$ cat config.mk
export PLATFORM = sky130hd
export DESIGN_NAME = seq_div_unit_flat
export DESIGN_NICKNAME = d
export VERILOG_FILES = /design/src/rtl/seq_div_unit_if.sv /design/src/rtl/seq_div_unit.sv /design/src/flat_wrapper.sv
export SDC_FILE = /design/constraint.sdc
export NUM_CORES = 1
export LEC_CHECK = 0
export CAP_MARGIN = 5
export CORE_ASPECT_RATIO = 1.1
export CORE_MARGIN = 4
export CORE_UTILIZATION = 35
export CTS_CLUSTER_SIZE = 16
export DETAILED_ROUTE_END_ITERATION = 6
export GPL_ROUTABILITY_DRIVEN = 1
export SLEW_MARGIN = 10
export SYNTH_ARGS = -nofsm -noshare
export SYNTH_HDL_FRONTEND = slang
export SYNTH_SLANG_ARGS = --single-unit
export TNS_END_PERCENT = 30
$ cat constraint.sdc
create_clock -name i_clk -period 4 [get_ports i_clk]
set_input_delay 0.6 -clock i_clk [delete_from_list [all_inputs] [get_ports i_clk]]
set_output_delay 0.6 -clock i_clk [all_outputs]
set_load 0.01 [all_outputs]
$ cat src/rtl/seq_div_unit_if.sv
// Handshake bundle for seq_div_unit.
//   slave  : divider side (accepts operands, produces result)
//   master : producer/consumer side (drives operands, accepts result)
// Signals:
//   i_valid/o_ready                operand handshake
//   i_dividend/i_divisor           WIDTH-bit operands N and D
//   o_valid/i_ready                result handshake
//   o_quotient/o_remainder         WIDTH-bit floor(N/D) and N mod D
//   o_div_zero                     D was zero for this result
//   o_sticky                       remainder non-zero (only with DIV_STICKY_EN)
interface seq_div_unit_if #(
  parameter int WIDTH = 24
);
  logic             i_valid;
  logic             o_ready;
  logic [WIDTH-1:0] i_dividend;
  logic [WIDTH-1:0] i_divisor;
  logic             o_valid;
  logic             i_ready;
  logic [WIDTH-1:0] o_quotient;
  logic [WIDTH-1:0] o_remainder;
  logic             o_div_zero;
`ifdef DIV_STICKY_EN
  logic             o_sticky;
`endif

  modport slave (
    input  i_valid, i_dividend, i_divisor, i_ready,
    output o_ready, o_valid, o_quotient, o_remainder, o_div_zero
`ifdef DIV_STICKY_EN
    , output o_sticky
`endif
  );

  modport master (
    output i_valid, i_dividend, i_divisor, i_ready,
    input  o_ready, o_valid, o_quotient, o_remainder, o_div_zero
`ifdef DIV_STICKY_EN
    , input o_sticky
`endif
  );
endinterface

$ cat src/rtl/seq_div_unit.sv
// Multi-cycle unsigned restoring divider, one quotient bit per clock.
// Used for mantissa division in the FP divide path.
// Parameters:
//   WIDTH  operand/quotient/remainder width, 2..32
// Ports:
//   i_clk    rising-edge clock
//   i_rst_n  asynchronous active-low reset
//   bus      seq_div_unit_if.slave: operand valid/ready in, result valid/ready out
// Optional build macro:
//   DIV_STICKY_EN  adds o_sticky = |remainder, registered with the result
module seq_div_unit #(
  parameter int WIDTH = 24
) (
  input  logic          i_clk,
  input  logic          i_rst_n,
  seq_div_unit_if.slave bus
);
  localparam int CW = (WIDTH > 1) ? $clog2(WIDTH) : 1;

  typedef enum logic [1:0] {IDLE, CALC, DONE} state_t;

  state_t           state;
  logic [CW-1:0]    count;
  // Partial remainder always stays below D after an iteration, so WIDTH bits
  // suffice for storage; the WIDTH+1 bit width is only needed for the trial.
  logic [WIDTH-1:0] p;
  logic [WIDTH-1:0] q;
  logic [WIDTH-1:0] d;

  logic             valid_r;
  logic [WIDTH-1:0] quot_r;
  logic [WIDTH-1:0] rem_r;
  logic             div_zero_r;
`ifdef DIV_STICKY_EN
  logic             sticky_r;
`endif

  logic [WIDTH:0]   shifted;
  logic [WIDTH:0]   trial;
  logic [WIDTH-1:0] p_next;
  logic [WIDTH-1:0] q_next;

  always_comb begin
    shifted = {p, q[WIDTH-1]};
    trial   = shifted - {1'b0, d};
    if (!trial[WIDTH]) begin
      p_next = trial[WIDTH-1:0];
      q_next = {q[WIDTH-2:0], 1'b1};
    end else begin
      p_next = shifted[WIDTH-1:0];
      q_next = {q[WIDTH-2:0], 1'b0};
    end
  end

  assign bus.o_ready     = (state == IDLE);
  assign bus.o_valid     = valid_r;
  assign bus.o_quotient  = quot_r;
  assign bus.o_remainder = rem_r;
  assign bus.o_div_zero  = div_zero_r;
`ifdef DIV_STICKY_EN
  assign bus.o_sticky    = sticky_r;
`endif

  always_ff @(posedge i_clk or negedge i_rst_n) begin
    if (!i_rst_n) begin
      state      <= IDLE;
      count      <= '0;
      p          <= '0;
      q          <= '0;
      d          <= '0;
      valid_r    <= 1'b0;
      quot_r     <= '0;
      rem_r      <= '0;
      div_zero_r <= 1'b0;
`ifdef DIV_STICKY_EN
      sticky_r   <= 1'b0;
`endif
    end else begin
      case (state)
        IDLE: begin
          if (bus.i_valid) begin
            d <= bus.i_divisor;
            if (bus.i_divisor == '0) begin
              q     <= '1;
              p     <= bus.i_dividend;
              state <= DONE;
            end else begin
              q     <= bus.i_dividend;
              p     <= '0;
              count <= '0;
              state <= CALC;
            end
          end
        end
        CALC: begin
          p     <= p_next;
          q     <= q_next;
          count <= count + 1'b1;
          // Result registers load on the final iteration edge so o_valid
          // rises exactly WIDTH edges after accept.
          if (count == CW'(WIDTH - 1)) begin
            state      <= DONE;
            valid_r    <= 1'b1;
            quot_r     <= q_next;
            rem_r      <= p_next;
            div_zero_r <= 1'b0;
`ifdef DIV_STICKY_EN
            sticky_r   <= |p_next;
`endif
          end
        end
        DONE: begin
          // Only the divide-by-zero path enters DONE with o_valid low; its
          // result is published one edge after accept.
          if (!valid_r) begin
            valid_r    <= 1'b1;
            quot_r     <= q;
            rem_r      <= p;
            div_zero_r <= 1'b1;
`ifdef DIV_STICKY_EN
            sticky_r   <= 1'b0;
`endif
          end else if (bus.i_ready) begin
            valid_r <= 1'b0;
            state   <= IDLE;
          end
        end
        default: state <= IDLE;
      endcase
    end
  end
endmodule

$ cat src/flat_wrapper.sv
// flat-port wrapper written by rule: the top's interface ports become plain ports
module seq_div_unit_flat 
#(
  parameter int WIDTH = 24
)
  (i_clk, i_rst_n, bus_i_valid, bus_i_dividend, bus_i_divisor, bus_i_ready, bus_o_ready, bus_o_valid, bus_o_quotient, bus_o_remainder, bus_o_div_zero);
  seq_div_unit_if #(.WIDTH(WIDTH)) bus_i ();
  input  logic i_clk;
  input  logic i_rst_n;
  input wire logic [$bits(bus_i.i_valid)-1:0] bus_i_valid;
  input wire logic [$bits(bus_i.i_dividend)-1:0] bus_i_dividend;
  input wire logic [$bits(bus_i.i_divisor)-1:0] bus_i_divisor;
  input wire logic [$bits(bus_i.i_ready)-1:0] bus_i_ready;
  output wire logic [$bits(bus_i.o_ready)-1:0] bus_o_ready;
  output wire logic [$bits(bus_i.o_valid)-1:0] bus_o_valid;
  output wire logic [$bits(bus_i.o_quotient)-1:0] bus_o_quotient;
  output wire logic [$bits(bus_i.o_remainder)-1:0] bus_o_remainder;
  output wire logic [$bits(bus_i.o_div_zero)-1:0] bus_o_div_zero;
  assign bus_i.i_valid = bus_i_valid;
  assign bus_i.i_dividend = bus_i_dividend;
  assign bus_i.i_divisor = bus_i_divisor;
  assign bus_i.i_ready = bus_i_ready;
  assign bus_o_ready = bus_i.o_ready;
  assign bus_o_valid = bus_i.o_valid;
  assign bus_o_quotient = bus_i.o_quotient;
  assign bus_o_remainder = bus_i.o_remainder;
  assign bus_o_div_zero = bus_i.o_div_zero;
  seq_div_unit #(.WIDTH(WIDTH)) u_core (.i_clk(i_clk), .i_rst_n(i_rst_n), .bus(bus_i));
endmodule
; ---- Yosys cells after proc, flatten, opt, wreduce, memory -nomap -nowiden
; Index checks and enable logic that the tools add are counted.
[op_classes]
n_eq_ne = 9
add_sub_neg = 2
muxes = 30
reduce_logical = 10
[op_table]
columns = operator, n
row1 = 24-bit 2-to-1 mux, 9
row2 = 24-bit one-hot mux with 2 select lines, 4
row3 = 25-bit by 24-bit subtractor with 25-bit output, 1
row4 = 24-bit zero test, 1
row5 = 2-bit 2-to-1 mux, 5
row6 = 5-bit 2-to-1 mux, 2
row7 = 5-bit one-hot mux with 2 select lines, 1
row8 = "2-bit != test, second input constant", 4
row9 = 1-bit 2-to-1 mux, 6
row10 = 2-bit one-hot mux with 3 select lines, 1
row11 = 2-bit AND reduction, 3
row12 = 3-bit AND reduction, 2
row13 = "5-bit by 1-bit adder with 5-bit output, second input constant", 1
row14 = "5-bit equality test, second input constant", 1
row15 = "2-bit by 1-bit != test with 1-bit output, second input constant", 2
row16 = 1-bit one-hot mux with 2 select lines, 2
row17 = 4-bit AND reduction, 1
row18 = 2-bit nonzero test, 2
row19 = "2-bit by 1-bit equality test with 1-bit output, second input constant", 1
row20 = "2-bit equality test, second input constant", 1
row21 = 2-bit zero test, 1
[totals]
in_bits = 52
output_inout_bits = 51
elab_cells = 60
reg_bits = 129

; ---- Logic depth before layout (Yosys ltp)
[depth]
depth_word = 4
mapped_depth = 15
depth_no_buf = 12

; ---- Worst setup path before layout
; No wires, ideal clock.
[synth_path]
path_type = reg-to-reg
from = register u_core.q[23]
to = register u_core.p[14]
synth_period_minus_slack_ns = 3.287
stages_incl_launch_ff = 16
setup_slack_ns = 0.713
required_time_ns = 3.862
path_buffers = 3
setup_time_ns = 0.138
arrival_time_ns = 3.149
cell_sequence = dfrtp_1 > inv_1 > ha_1 > inv_1 > fa_1 > a211oi_1 > o211ai_1 > a211oi_4 > a211oi_1 > or4_1 > buf_2 > and2_1 > buf_6 > buf_8 > mux2i_1 > o211ai_1
[synth_between]
elab_chain_len = 3
[synth_rtl]
columns = item, line_no
row1 = "start, declared", seq_div_unit.sv:27  ; logic [WIDTH-1:0] q;
row2 = "start signal, assigned", seq_div_unit.sv:88  ; q <= bus.i_dividend;
row3 = "start signal, assigned", seq_div_unit.sv:97  ; q <= q_next;
row4 = 25-bit by 24-bit subtractor with 25-bit output, seq_div_unit.sv:45  ; trial = shifted - {1'b0, d};
row5 = 24-bit 2-to-1 mux, seq_div_unit.sv:46  ; if (!trial[WIDTH]) begin
row6 = 24-bit one-hot mux with 2 select lines, seq_div_unit.sv:79  ; case (state)
row7 = "end signal, assigned", seq_div_unit.sv:85  ; p <= bus.i_dividend;
row8 = "end signal, assigned", seq_div_unit.sv:96  ; p <= p_next;
row9 = "end, declared", seq_div_unit.sv:26  ; logic [WIDTH-1:0] p;
; Every way passes these cells.
; A chain may end at the register's enable or synchronous reset.

; ---- Final worst setup path
[layout_path]
from = register u_core.q[23]
to = register u_core.rem_r[2], in the netlist u_core.bus.o_remainder[2]
[layout_between]
elab_chain_len = 4
[layout_rtl]
columns = item, line_no
row1 = 25-bit by 24-bit subtractor with 25-bit output, seq_div_unit.sv:45
row2 = 24-bit 2-to-1 mux, seq_div_unit.sv:46
row3 = 24-bit 2-to-1 mux, seq_div_unit.sv:101  ; if (count == CW'(WIDTH - 1)) begin
row4 = 24-bit one-hot mux with 2 select lines, seq_div_unit.sv:79
row5 = "end signal, assigned", seq_div_unit.sv:105  ; rem_r <= p_next;
row6 = "end signal, assigned", seq_div_unit.sv:118  ; rem_r <= p;
row7 = "end, declared", seq_div_unit.sv:32  ; logic [WIDTH-1:0] rem_r;
; Every way passes these cells. The select of a mux whose other input is x is not followed.

==> results.ini <==
[global_routing]
grt-ovfl-total = 0
antenna_found_initial = 0
grt_max_degree = 73
grt_pass1_vias = 6138
track_usage = 0.1841
grt_pass1_wl_mm = 34.58

[pwr]
ir_drop_uv = 382.1
power.density_nw_per_um2 = 897.1
p_leak_nw = 4.141

[detailed_routing]
wirelength_mm = 21.56
firstDrtPassIters = 5
drtIter0Drc = 481
vias = 6336
drc = 0
drt-vias-per-instance = 5.267
wl_per_cell_um = 17.92
antenna_left = 0

[timing]
clock_skew_ns = 0.005990
relSlewSlack = 0.3571
final-setup-viol-count = 0
finalCritPeriodShare = 0.9442
tns_ns = 0
worst_pin_slew_ns = 0.9644
min_period_ns = 3.777
finalWorstSetupSlack_ns = 0.2234
grt_setup_unrepaired = false
timing_max_transition_violations_final = 0
fmax_mhz = 264.8
hold_viol = 0

[critical_path]
crit_type = reg2reg
rr_startpoint = u_core.q[23]$_DFFE_PN0P_
start_kind = flop
reg2regPathDepth = 13
crit_required_ns = 4.29
ff2ff_setup_slack_ns = 0.22
end_kind = flop
r2r_end = u_core.bus.o_remainder[2]$_DFFE_PN0P_
crit_fanout = 9
cp.arrival_ns = 4.06

[placement]
gp_congestion = 0.8843
dp_hpwl_mm = 15.86
port-buffer-count = 102
preCtsSetupSlack_ns = 0.2100

[clock_network]
cts_htree_levels = 4
clock_latency_ns = 0.42
cts_tree = built
cts_setup_buffers = 0
cts_made_buffers = 17
clk_pin_slew_worst_paths_ns = 0.06
clock_path_buffers = 2
cts-root-buf = clkbuf_16
cts_sinks = 129

[floorplan]
core_um2 = 20780
die_x_um = 147.1
ios = 103
die_area_um2 = 23690
initial_utilization = 0.3586
die_h_um = 161.0
rows = 55

[cells_and_area]
diodes = 0
area_growth_pct = 25.72
nets = 986
drive_above_1_share = 0.09041

[yosys]
synth.area.top_cells = dfrtp_1, o21ai_0, mux2i_1
ys_async_sr_fraction = 1.000
synth_cell_type_count = 56
synth_seq_cells = 129
synth.avg_cell_area_um2 = 9.099
syn_inst = 819
syn_nets = 900
yosys.area.top_type_share = 0.4332
yosysSeqAreaShare = 0.4332
synth-main-ff-cell = dfrtp_1
syn_area_um2 = 7452
synthTopCellsByCount = dfrtp_1, o21ai_0, nand2_1
synth_edf_count = 0
synth_area_leader_cell = dfrtp_1
synthMostInstantiatedCell = dfrtp_1
yosys_warnings = 0

[run]
maxCapViolations = 0

[run_status]
run_status = finished clean

[worst_hold_path]
hp-class = in2async

[cell type report]
type	instances	area, µm²
Clock buffer	23	478.0
Inverter	38	142.6
Timing Repair Buffer	119	1159
Clock inverter	9	130.1
Multi-Input combinational cell	600	3875
Tap cell	285	356.6
Fill cell	2046	11410
Sequential cell	129	3228
[per-stage QoR]
stage	power [mW]	cells	hold slack (ns)	instance area, µm²	utilization
after floorplan	5.359	819	0.3044	7452	-
after global placement	6.739	1171	0.4612	8760	0.4215
after detailed placement	6.809	1171	0.4698	8760	0.4215
after CTS	8.440	1203	0.3627	9368	0.4508
after global routing	9.058	1203	0.4043	9369	0.4508
final	8.405	1203	0.3318	9369	0.4508
[worst max-delay path: stages, from the launching register on]
cell and delay (ns):
dfrtp_1 0.40, inv_1 0.08, ha_1 0.16, inv_1 0.05, fa_1 0.42, a211oi_1 0.29
o211ai_1 0.18, a211oi_4 0.36, a211oi_1 0.14, or4_1 0.62, and2_2 0.33, buf_4 0.21
o21ai_0 0.26, o21ai_0 0.13
[power breakdown]
part           internal, mW  total (mW)  leakage [nW]  switching (mW)
combinational          1.92        4.43          2.22            2.51
sequential             1.87        2.37          1.63           0.495
clock                  1.03        1.61         0.285           0.578
[per-layer routing]
metal | global-route usage | share of wire | vias to the layer above
met2 | 0.2760 | 0.45 | 202
met3 | 0.04181 | 0.060 | 30
li1 | - | - | 3120
met4 | 0.06356 | 0.020 | 0
met5 | 0 | 0 | -
met1 | 0.2630 | 0.47 | 2984
[placed cells by master, fill, tap and decap left out, types with 3 or more instances in the layout]
cell type / netlist / routed
a21o_1: 15 / 15
a22oi_1: 30 / 30
xor2_1: 5 / 5
bufinv_16: 0 / 3
clkbuf_8: 0 / 3
xnor2_1: 15 / 15
clkinvlp_4: 0 / 4
a22o_1: 14 / 14
ha_1: 28 / 26
a31oi_1: 6 / 6
nand2_1: 86 / 86
dfrtp_1: 129 / 129
o21ai_0: 101 / 101
nand3_1: 20 / 20
buf_4: 0 / 17
a21oi_1: 66 / 66
a221oi_1: 5 / 5
clkbuf_16: 0 / 17
o211ai_1: 10 / 10
nand2b_1: 7 / 7
and4_1: 3 / 3
nor3_1: 4 / 4
nor4_1: 7 / 6
mux2_2: 24 / 24
and3_1: 8 / 8
o31ai_1: 3 / 3
clkdlybuf4s50_1: 0 / 101
nor2_1: 64 / 63
inv_1: 38 / 38
mux2i_1: 42 / 42
clkbuf_1: 41 / 3
[cells by family after synthesis]
logic type	Yosys count	share of synthesized area
AOI/OAI and AO/OA	272	0.2246
xor gates and xnor gates	20	0.02351
adders and majority gates	29	0.04970
buffers and inverters	90	0.04903
DFF	129	0.4332
muxes	67	0.09469
and+or+nand+nor	212	0.1253
[repair_timing]
item | in CTS | in global routing
hold buffers | 0 | 0
setup endpoints to repair | 0 | 10
gates resized for setup | 0 | 1
[state kept, by name, indices dropped and copies added, names as in the netlist, 2 cells and up]
register / flops
u_core.bus.o_quotient: 24
u_core.bus.o_remainder: 24
u_core.d: 24
u_core.p: 24
u_core.q: 24
u_core.count: 5
u_core.state: 2
[worst max path at each step]
stage / from / endpoint / slack, ns
floorplan: u_core.q[23]$_DFFE_PN0P_ / u_core.p[14]$_DFFE_PN0P_ / 0.71
global placement: u_core.q[23]$_DFFE_PN0P_ / u_core.p[16]$_DFFE_PN0P_ / 0.34
detailed placement: u_core.q[23]$_DFFE_PN0P_ / u_core.bus.o_remainder[2]$_DFFE_PN0P_ / 0.21
CTS: u_core.q[23]$_DFFE_PN0P_ / u_core.bus.o_remainder[2]$_DFFE_PN0P_ / 0.21
global route: u_core.q[23]$_DFFE_PN0P_ / u_core.p[2]$_DFFE_PN0P_ / 0.0007
finish: u_core.q[23]$_DFFE_PN0P_ / u_core.bus.o_remainder[2]$_DFFE_PN0P_ / 0.22
Power figures use the tool's default switching activity.
